File: src/rtl/wb_timer.sv
// wb_timer: Wishbone B4 classic slave with a prescaled 64-bit mtime counter, a 64-bit
// compare register and a registered level interrupt; MTIME_HI reads return a tear-free shadow.
module wb_timer #(
   parameter int                        PRESCALE_WIDTH = 16,
   parameter logic [PRESCALE_WIDTH-1:0] PRESCALE_RESET = {PRESCALE_WIDTH{1'b0}}
) (
   input  logic        wb_clk_i,
   input  logic        wb_rst_ni,
   input  logic [2:0]  wb_adr_i,
   input  logic [31:0] wb_dat_i,
   input  logic [3:0]  wb_sel_i,
   input  logic        wb_we_i,
   input  logic        wb_cyc_i,
   input  logic        wb_stb_i,
   output logic [31:0] wb_dat_o,
   output logic        wb_ack_o,
   output logic        wb_err_o,
   output logic        irq_o
);

   localparam logic [2:0] ADR_MTIME_LO = 3'd0;
   localparam logic [2:0] ADR_MTIME_HI = 3'd1;
   localparam logic [2:0] ADR_CMP_LO   = 3'd2;
   localparam logic [2:0] ADR_CMP_HI   = 3'd3;
   localparam logic [2:0] ADR_CTRL     = 3'd4;
   localparam logic [2:0] ADR_STATUS   = 3'd5;
   localparam logic [2:0] ADR_PRESCALE = 3'd6;

   logic                      ack_r;
   logic [31:0]               dat_r;
   logic                      irq_r;
   logic [63:0]               mtime_r;
   logic [63:0]               cmp_r;
   logic [1:0]                ctrl_r;
   logic                      pending_r;
   logic [PRESCALE_WIDTH-1:0] prescale_r;
   logic [PRESCALE_WIDTH-1:0] cnt_r;
   logic [31:0]               shadow_r;

   logic                      req_s;
   logic                      wr_s;
   logic                      rd_s;
   logic                      tick_s;
   logic                      match_s;
   logic                      clear_s;
   logic [31:0]               live_s;
   logic [31:0]               rdata_s;
   logic [31:0]               merged_s;
   logic [63:0]               mtime_nxt_s;
   logic [PRESCALE_WIDTH-1:0] cnt_nxt_s;
   logic                      pending_nxt_s;

   function automatic logic [31:0] byte_merge(input logic [31:0] old_v,
                                              input logic [31:0] new_v,
                                              input logic [3:0]  sel);
      logic [31:0] res;
      res = old_v;
      for (int i = 0; i < 4; i++) begin
         res[8*i +: 8] = sel[i] ? new_v[8*i +: 8] : old_v[8*i +: 8];
      end
      return res;
   endfunction

   assign req_s   = wb_cyc_i & wb_stb_i & ~ack_r;
   assign wr_s    = req_s & wb_we_i;
   assign rd_s    = req_s & ~wb_we_i;
   assign tick_s  = ctrl_r[0] && (cnt_r == prescale_r);
   assign match_s = (mtime_r >= cmp_r);
   assign clear_s = wr_s && (wb_adr_i == ADR_STATUS) && wb_sel_i[0] && wb_dat_i[0];

   // Register decode: live value (write merge base) and bus read value; HI reads see the shadow.
   always_comb begin
      live_s  = 32'd0;
      rdata_s = 32'd0;
      case (wb_adr_i)
         ADR_MTIME_LO: begin live_s = mtime_r[31:0];  rdata_s = mtime_r[31:0];  end
         ADR_MTIME_HI: begin live_s = mtime_r[63:32]; rdata_s = shadow_r;       end
         ADR_CMP_LO:   begin live_s = cmp_r[31:0];    rdata_s = cmp_r[31:0];    end
         ADR_CMP_HI:   begin live_s = cmp_r[63:32];   rdata_s = cmp_r[63:32];   end
         ADR_CTRL:     begin live_s = {30'd0, ctrl_r}; rdata_s = {30'd0, ctrl_r}; end
         ADR_STATUS:   begin live_s = {31'd0, pending_r}; rdata_s = {31'd0, pending_r}; end
         ADR_PRESCALE: begin live_s = 32'(prescale_r); rdata_s = 32'(prescale_r); end
         default:      begin live_s = 32'd0;          rdata_s = 32'd0;          end
      endcase
      merged_s = byte_merge(live_s, wb_dat_i, wb_sel_i);
   end

   // Next-state for prescaler, mtime (bus write beats a same-cycle tick) and pending (set wins).
   always_comb begin
      cnt_nxt_s     = cnt_r;
      mtime_nxt_s   = mtime_r;
      pending_nxt_s = pending_r;
      if (wr_s && (wb_adr_i == ADR_PRESCALE)) begin
         cnt_nxt_s = {PRESCALE_WIDTH{1'b0}};
      end else if (!ctrl_r[0] || tick_s) begin
         cnt_nxt_s = {PRESCALE_WIDTH{1'b0}};
      end else begin
         cnt_nxt_s = cnt_r + PRESCALE_WIDTH'(1);
      end
      if (wr_s && (wb_adr_i == ADR_MTIME_LO)) begin
         mtime_nxt_s = {mtime_r[63:32], merged_s};
      end else if (wr_s && (wb_adr_i == ADR_MTIME_HI)) begin
         mtime_nxt_s = {merged_s, mtime_r[31:0]};
      end else if (tick_s) begin
         mtime_nxt_s = mtime_r + 64'd1;
      end else begin
         mtime_nxt_s = mtime_r;
      end
      if (match_s) begin
         pending_nxt_s = 1'b1;
      end else if (clear_s) begin
         pending_nxt_s = 1'b0;
      end else begin
         pending_nxt_s = pending_r;
      end
   end

   // Bus handshake: single-cycle ack, read data and MTIME_HI shadow capture.
   always_ff @(posedge wb_clk_i or negedge wb_rst_ni) begin
      if (!wb_rst_ni) begin
         ack_r    <= 1'b0;
         dat_r    <= 32'd0;
         shadow_r <= 32'd0;
      end else begin
         ack_r <= req_s;
         dat_r <= rd_s ? rdata_s : 32'd0;
         if (rd_s && (wb_adr_i == ADR_MTIME_LO)) begin
            shadow_r <= mtime_r[63:32];
         end
      end
   end

   // Software-written configuration registers.
   always_ff @(posedge wb_clk_i or negedge wb_rst_ni) begin
      if (!wb_rst_ni) begin
         cmp_r      <= 64'hFFFF_FFFF_FFFF_FFFF;
         ctrl_r     <= 2'b00;
         prescale_r <= PRESCALE_RESET;
      end else if (wr_s) begin
         case (wb_adr_i)
            ADR_CMP_LO:   cmp_r[31:0]  <= merged_s;
            ADR_CMP_HI:   cmp_r[63:32] <= merged_s;
            ADR_CTRL:     ctrl_r       <= merged_s[1:0];
            ADR_PRESCALE: prescale_r   <= merged_s[PRESCALE_WIDTH-1:0];
            default:      ;
         endcase
      end
   end

   // Timer state and registered interrupt.
   always_ff @(posedge wb_clk_i or negedge wb_rst_ni) begin
      if (!wb_rst_ni) begin
         cnt_r     <= {PRESCALE_WIDTH{1'b0}};
         mtime_r   <= 64'd0;
         pending_r <= 1'b0;
         irq_r     <= 1'b0;
      end else begin
         cnt_r     <= cnt_nxt_s;
         mtime_r   <= mtime_nxt_s;
         pending_r <= pending_nxt_s;
         irq_r     <= pending_r & ctrl_r[1];
      end
   end

   assign wb_dat_o = dat_r;
   assign wb_ack_o = ack_r;
   assign wb_err_o = 1'b0;
   assign irq_o    = irq_r;

endmodule

File: config.mk
export PLATFORM = sky130hd
export DESIGN_NAME = wb_timer
export DESIGN_NICKNAME = d
export VERILOG_FILES = /design/src/rtl/wb_timer.sv
export SDC_FILE = /design/constraint.sdc
export NUM_CORES = 1
export LEC_CHECK = 0
export CAP_MARGIN = 10
export CELL_PAD_IN_SITES_DETAIL_PLACEMENT = 0
export CELL_PAD_IN_SITES_GLOBAL_PLACEMENT = 2
export CORE_MARGIN = 8
export CORE_UTILIZATION = 38
export CTS_CLUSTER_DIAMETER = 50
export CTS_CLUSTER_SIZE = 8
export DETAILED_ROUTE_END_ITERATION = 7
export GPL_ROUTABILITY_DRIVEN = 0
export PLACE_DENSITY_LB_ADDON = 0.1
export RECOVER_POWER = 50
export SYNTH_ARGS = -nofsm -noshare
export SYNTH_HDL_FRONTEND = slang
export SYNTH_SLANG_ARGS = --single-unit
File: constraint.sdc
create_clock -name wb_clk_i -period 3.3 [get_ports wb_clk_i]
set_input_delay 0.66 -clock wb_clk_i [delete_from_list [all_inputs] [get_ports wb_clk_i]]
set_output_delay 0.66 -clock wb_clk_i [all_outputs]
set_load 0.03 [all_outputs]
-- Yosys cells after proc, flatten, opt, wreduce, memory -nomap -nowiden
Cells that the tools add are included.
- $add $sub $neg: 2
- $mul: 0
- mux-type cells: 14
- reductions and logical operators: 20
- shifts and indexed selects: 0
- div/mod/pow operators: 0
- order comparisons: 1
- equal/unequal tests: 8
- bitwise gates (word level): 8
- operators with widths (cell ; number):
    $pmux W32 S7 ; 2
    $mux W64 ; 2
    $add A64 B1 Y64 const B ; 1
    $ge A64 B64 Y1 ; 1
    $mux W32 ; 2
    $mux W16 ; 2
    $mux W8 ; 4
    $add A16 B1 Y16 const B ; 1
    $eq A16 B16 Y1 ; 1
    $reduce_and A2 Y1 ; 6
    $eq A3 B3 Y1 const B ; 3
    $logic_and A1 B1 Y1 ; 8
    $eq A3 B2 Y1 const B ; 2
    $reduce_bool A2 Y1 ; 3
    $and A1 B1 Y1 ; 5
    $eq A3 B1 Y1 const B ; 1
    $logic_not A3 Y1 ; 1
    $not A1 Y1 ; 3
    $mux W1 ; 2
    $ne A2 B2 Y1 const B ; 1
    $logic_not A1 Y1 ; 1
    $logic_or A1 B1 Y1 ; 1
- bits in registers: 229
- memories: 0
- word-level logic and storage cells: 65
- output and inout port bits: 35
- RAM bits: 0
- ROM bits: 0
- input port bits: 44
- bits in latches: 0

-- Longest topological paths before layout
- depth after elaboration: 8
- depth in mapped cells: 11
- mapped depth without buffers: 9

-- Worst setup path before layout
No wires, ideal clock.
- path kind: input to register
- start: input wb_adr_i[0]
- end: register cmp_r[42]
- arrival time: 2.437 ns
- buffers on the path: 6
- library setup time: 0.095 ns
- slack: 0.768 ns
- required time: 3.205 ns
- stages: 11
- path through: buf_2 > and2_1 > clkbuf_1 > and2_1 > clkbuf_1 > clkbuf_1 > nand3_1 > clkbuf_1 > clkbuf_1 > nand2_1 > o21ai_0
- cells in the longest elaborated chain, start to end: 3
- elaborated cells on any way between the ends: 10
- classes of those cells: eq/ne: 6; mux: 2; reduce/logical: 2
- RTL lines (what ; RTL line ; source):
    start: declaration ; 9 ; input logic [2:0] wb_adr_i,
    $eq A3 B3 Y1, or another cell as far along ; 75 ; case (wb_adr_i)
    $pmux W32 S7 ; 75 ;
    $mux W8 ; 59 ; res[8*i +: 8] = sel[i] ? new_v[8*i +: 8] : old_v[8*i +: 8];
    end signal: assignment ; 142 ; ADR_CMP_HI: cmp_r[63:32] <= merged_s;
    end: declaration ; 33 ; logic [63:0] cmp_r;
Parallel ways exist; a longest one is shown, timed or not.
A chain may end at the register's enable or synchronous reset.

-- Final worst setup path
- start: register cmp_r[0]
- end: register pending_r
- cells in the longest elaborated chain, start to end: 2
- elaborated cells on any way between the ends: 3
- classes of those cells: order compare: 1; mux: 1; reduce/logical: 1
- RTL lines (what ; RTL line ; source):
    start signal: assignment ; 141 ; ADR_CMP_LO: cmp_r[31:0] <= merged_s;
    $ge A64 B64 Y1 (*) ; 68 ; assign match_s = (mtime_r >= cmp_r);
    $mux W1 or $reduce_bool A2 Y1 (tied branches) ; - ;
    end signal: assignment ; 160 ; pending_r <= pending_nxt_s;
    end: declaration ; 35 ; logic pending_r;
Mark *: on every way between the ends. The rest lies on a longest branch, timed or not.

==> metrics.txt <==
status finished with violations; violated checks max-capacitance violations, max-slew violations; initial antenna violation count 0; share of post-route cells with drive strength above 1 16.6%; met1 usage 33.6%; layout overhead on the synthesized area 22.4%; Setup Buffers After CTS 0; fmax around 0.33 GHz; number of port buffers 77; post-synthesis cell count 1436; most common cell after layout, fill and taps aside nand2_1; unrepaired setup endpoints after global routing no; effective utilization at floorplan 38.4%; global routing's busiest layer met1; largest family of logic cells by synthesized area simple AND/OR/NAND/NOR gates; root buf cell clkbuf_16; Crit Path Category reg -> reg; Period minus WS final 3.05 ns; slowest stage delay, CP 0.53 ns; HP Class reg -> reg; final core utilization 47.0%; # IOs 79; clk_skew 0.0234 ns; VDD IR-drop max 0.444 mV; setup TNS 0 ns; Power Density between 600 and 700 mW/mm^2; Critical Path Sink Type flip-flop; Site Rows 68; FF-to-FF setup slack 0.25 ns; Detail Route Antenna Nets 0; Adder-Cell Fraction of Synth Area 6.28%; clock latency on the worst-skew pair 0.53 ns; Max Slew Vio Count 79; CP Cell Sequence ha_1, nand2b_1, a2111o_1, a221oi_1, o21ai_0, a21oi_1, buf_4, o2111ai_1, a31o_2; sequential cell area fraction in the yosys report 44.2%; PostCTS Resize Cnt 0; Synth Area in XOR/XNOR approximately 4.4%; Hold Violations, Final 0; Ys Warns 0; Yosys cell types 70; CTS Hold Bufs 0; total wire length ~44 mm; detailed-placement wirelength estimate 33.2 mm; vias in the first global route 10700; clock-pin slew on the worst setup and hold paths 0.05 ns; grt met2 use just under 30%; post-synthesis mux area share just under 8%; post-synthesis simple-gate area fraction 17.3%; worst endpoint required time 3.69 ns; Worst EP arrival 3.44 ns; GRT Total Usage roughly a fifth; Chip Height around 200 microns; nature of the critical path startpoint flip-flop; Clock Path Buffers 3; CTS tree done; max-cap viol count 1; Nets 1664; drt drc 0; Clock H-tree levels 2; pin count of the biggest net entering global routing 81; slowest CP cell dfstp_2; first-iteration detailed-routing DRC count 867; Leak 6.77 nW; ys flop type dfrtp_1; crit-path max FO 3; DIE WIDTH slightly above 200 microns; Core ar. between 0.03 and 0.04 sq mm; number of synthesized flops with an enable pin 0; number of synthesized register bits 229; grt met3 use between 2 and 3%; final setup fails 0; compound-cell area share of the yosys netlist 15.6%; Syn Nets around 1500; Avg Cell Area, Syn 9.16 sq um; WL/cell 21.4 microns; Slew Limit Headroom -42.1%; drt first pass iters 5; Worst-Margin Slew 2.13 ns; TritonCTS Buffers 40; DR vias/cell 5.40; ys async rst share 100%; most frequent cells in the layout nand2_1, dfrtp_1, o21ai_0; global route overflow 0; mapped cell area 0.0132 sq mm; die area 0.0408 sq mm; via count 11000; Final period util 92.3%; global-route wire length before repair 68.0 mm; CTS sink cnt 229
per-stage QoR:
step | worst slack, ns | instance area [sq um] | instances | total power [mW] | hold slack (ns)
floorplan | 0.768 | 13200 | 1436 | 4.85 | 0.364
global placement | 0.0214 | 14800 | 1967 | 5.67 | 0.460
detailed placement | 0.00728 | 14800 | 1967 | 5.70 | 0.471
CTS | 0.175 | 16100 | 2038 | 9.89 | 0.142
global route | 0.0548 | 16100 | 2038 | 10.3 | 0.494
finish | 0.253 | 16100 | 2039 | 9.79 | 0.476
area by class of cell:
type                       instances  area (sq um)
multi-input combinational       1051          6760
clock inverter                    13           203
inverter                          85           319
timing repair buffer             147          1330
sequential                       229          5810
clock buffer                      58          1110
fill                            3289         18200
antenna                            1          2.50
tap                              455           569
worst paths after layout:
path | start | end | depth (start not counted)
max | cmp_r[0]$_DFFE_PN1P_ | pending_r$_DFFE_PN0P_ | 9
min | cmp_r[12]$_DFFE_PN1P_ | cmp_r[12]$_DFFE_PN1P_ | 2
max reg2reg | cmp_r[0]$_DFFE_PN1P_ | pending_r$_DFFE_PN0P_ | 9
min reg2reg | cmp_r[12]$_DFFE_PN1P_ | cmp_r[12]$_DFFE_PN1P_ | 2
max in group asynchronous | wb_rst_ni | mtime_r[6]$_DFFE_PN0P_ | 2
min in group asynchronous | wb_rst_ni | wb_dat_o[11]$_DFF_PN0_ | 1
power by group:
group | internal [mW] | total (mW) | switching (mW)
logic | 0.844 | 1.93 | 1.08
registers | 3.27 | 3.74 | 0.465
clock network | 2.71 | 4.12 | 1.41
cell usage after synthesis, drive strengths merged, types with 9 or more instances:
library cell | instances | share of area (%)
a21oi | 98 | 3.7
o21ai | 142 | 5.4
a22oi | 12 | 0.68
buf | 17 | 0.57
or2 | 12 | 0.57
dfrtp | 165 | 31
dfstp | 64 | 13
and3 | 10 | 0.48
nand4 | 28 | 1.4
a211o | 9 | 0.60
and2 | 10 | 0.48
nor2 | 103 | 2.9
ha | 66 | 6.3
nor4 | 18 | 1.1
mux2 | 44 | 3.8
and4 | 13 | 0.87
nand2 | 198 | 5.6
clkbuf | 54 | 1.5
mux2i | 50 | 3.8
nor3 | 33 | 1.4
a21o | 13 | 0.74
inv | 84 | 2.4
nand3 | 34 | 1.4
xnor2 | 60 | 4.0
worst max-delay path, delay by kind of cell, from the launching register on:
kind / cells / cell delay [ns]
compound gates: 6 / 1.84
flops: 1 / 0.53
fa+ha+maj: 1 / 0.22
buf+inv: 1 / 0.17
simple gates: 1 / 0.16
layer usage:
| metal | up-vias | wire, microns |
|---|---|---|
| met4 | 0 | 1110 |
| met5 | - | 0 |
| met3 | 68 | 2400 |
| met2 | 316 | 17600 |
| li1 | 5307 | - |
| met1 | 5320 | 22500 |
registers in the layout, summed over array words and instances (netlist names):
| name | flops |
|---|---|
| cmp_r | 64 |
| cnt_r | 16 |
| ctrl_r | 2 |
| irq_o | 1 |
| mtime_r | 64 |
| pending_r | 1 |
| prescale_r | 16 |
| shadow_r | 32 |
| wb_ack_o | 1 |
| wb_dat_o | 32 |
kinds of logic after synthesis:
family / after synthesis
buffers and inverters: 156
DFF: 229
AOI/OAI and AO/OA: 345
other: 1
xor gates and xnor gates: 66
and+or+nand+nor: 478
adders and majority gates: 66
muxes: 95
Power figures use the tool's default switching activity.
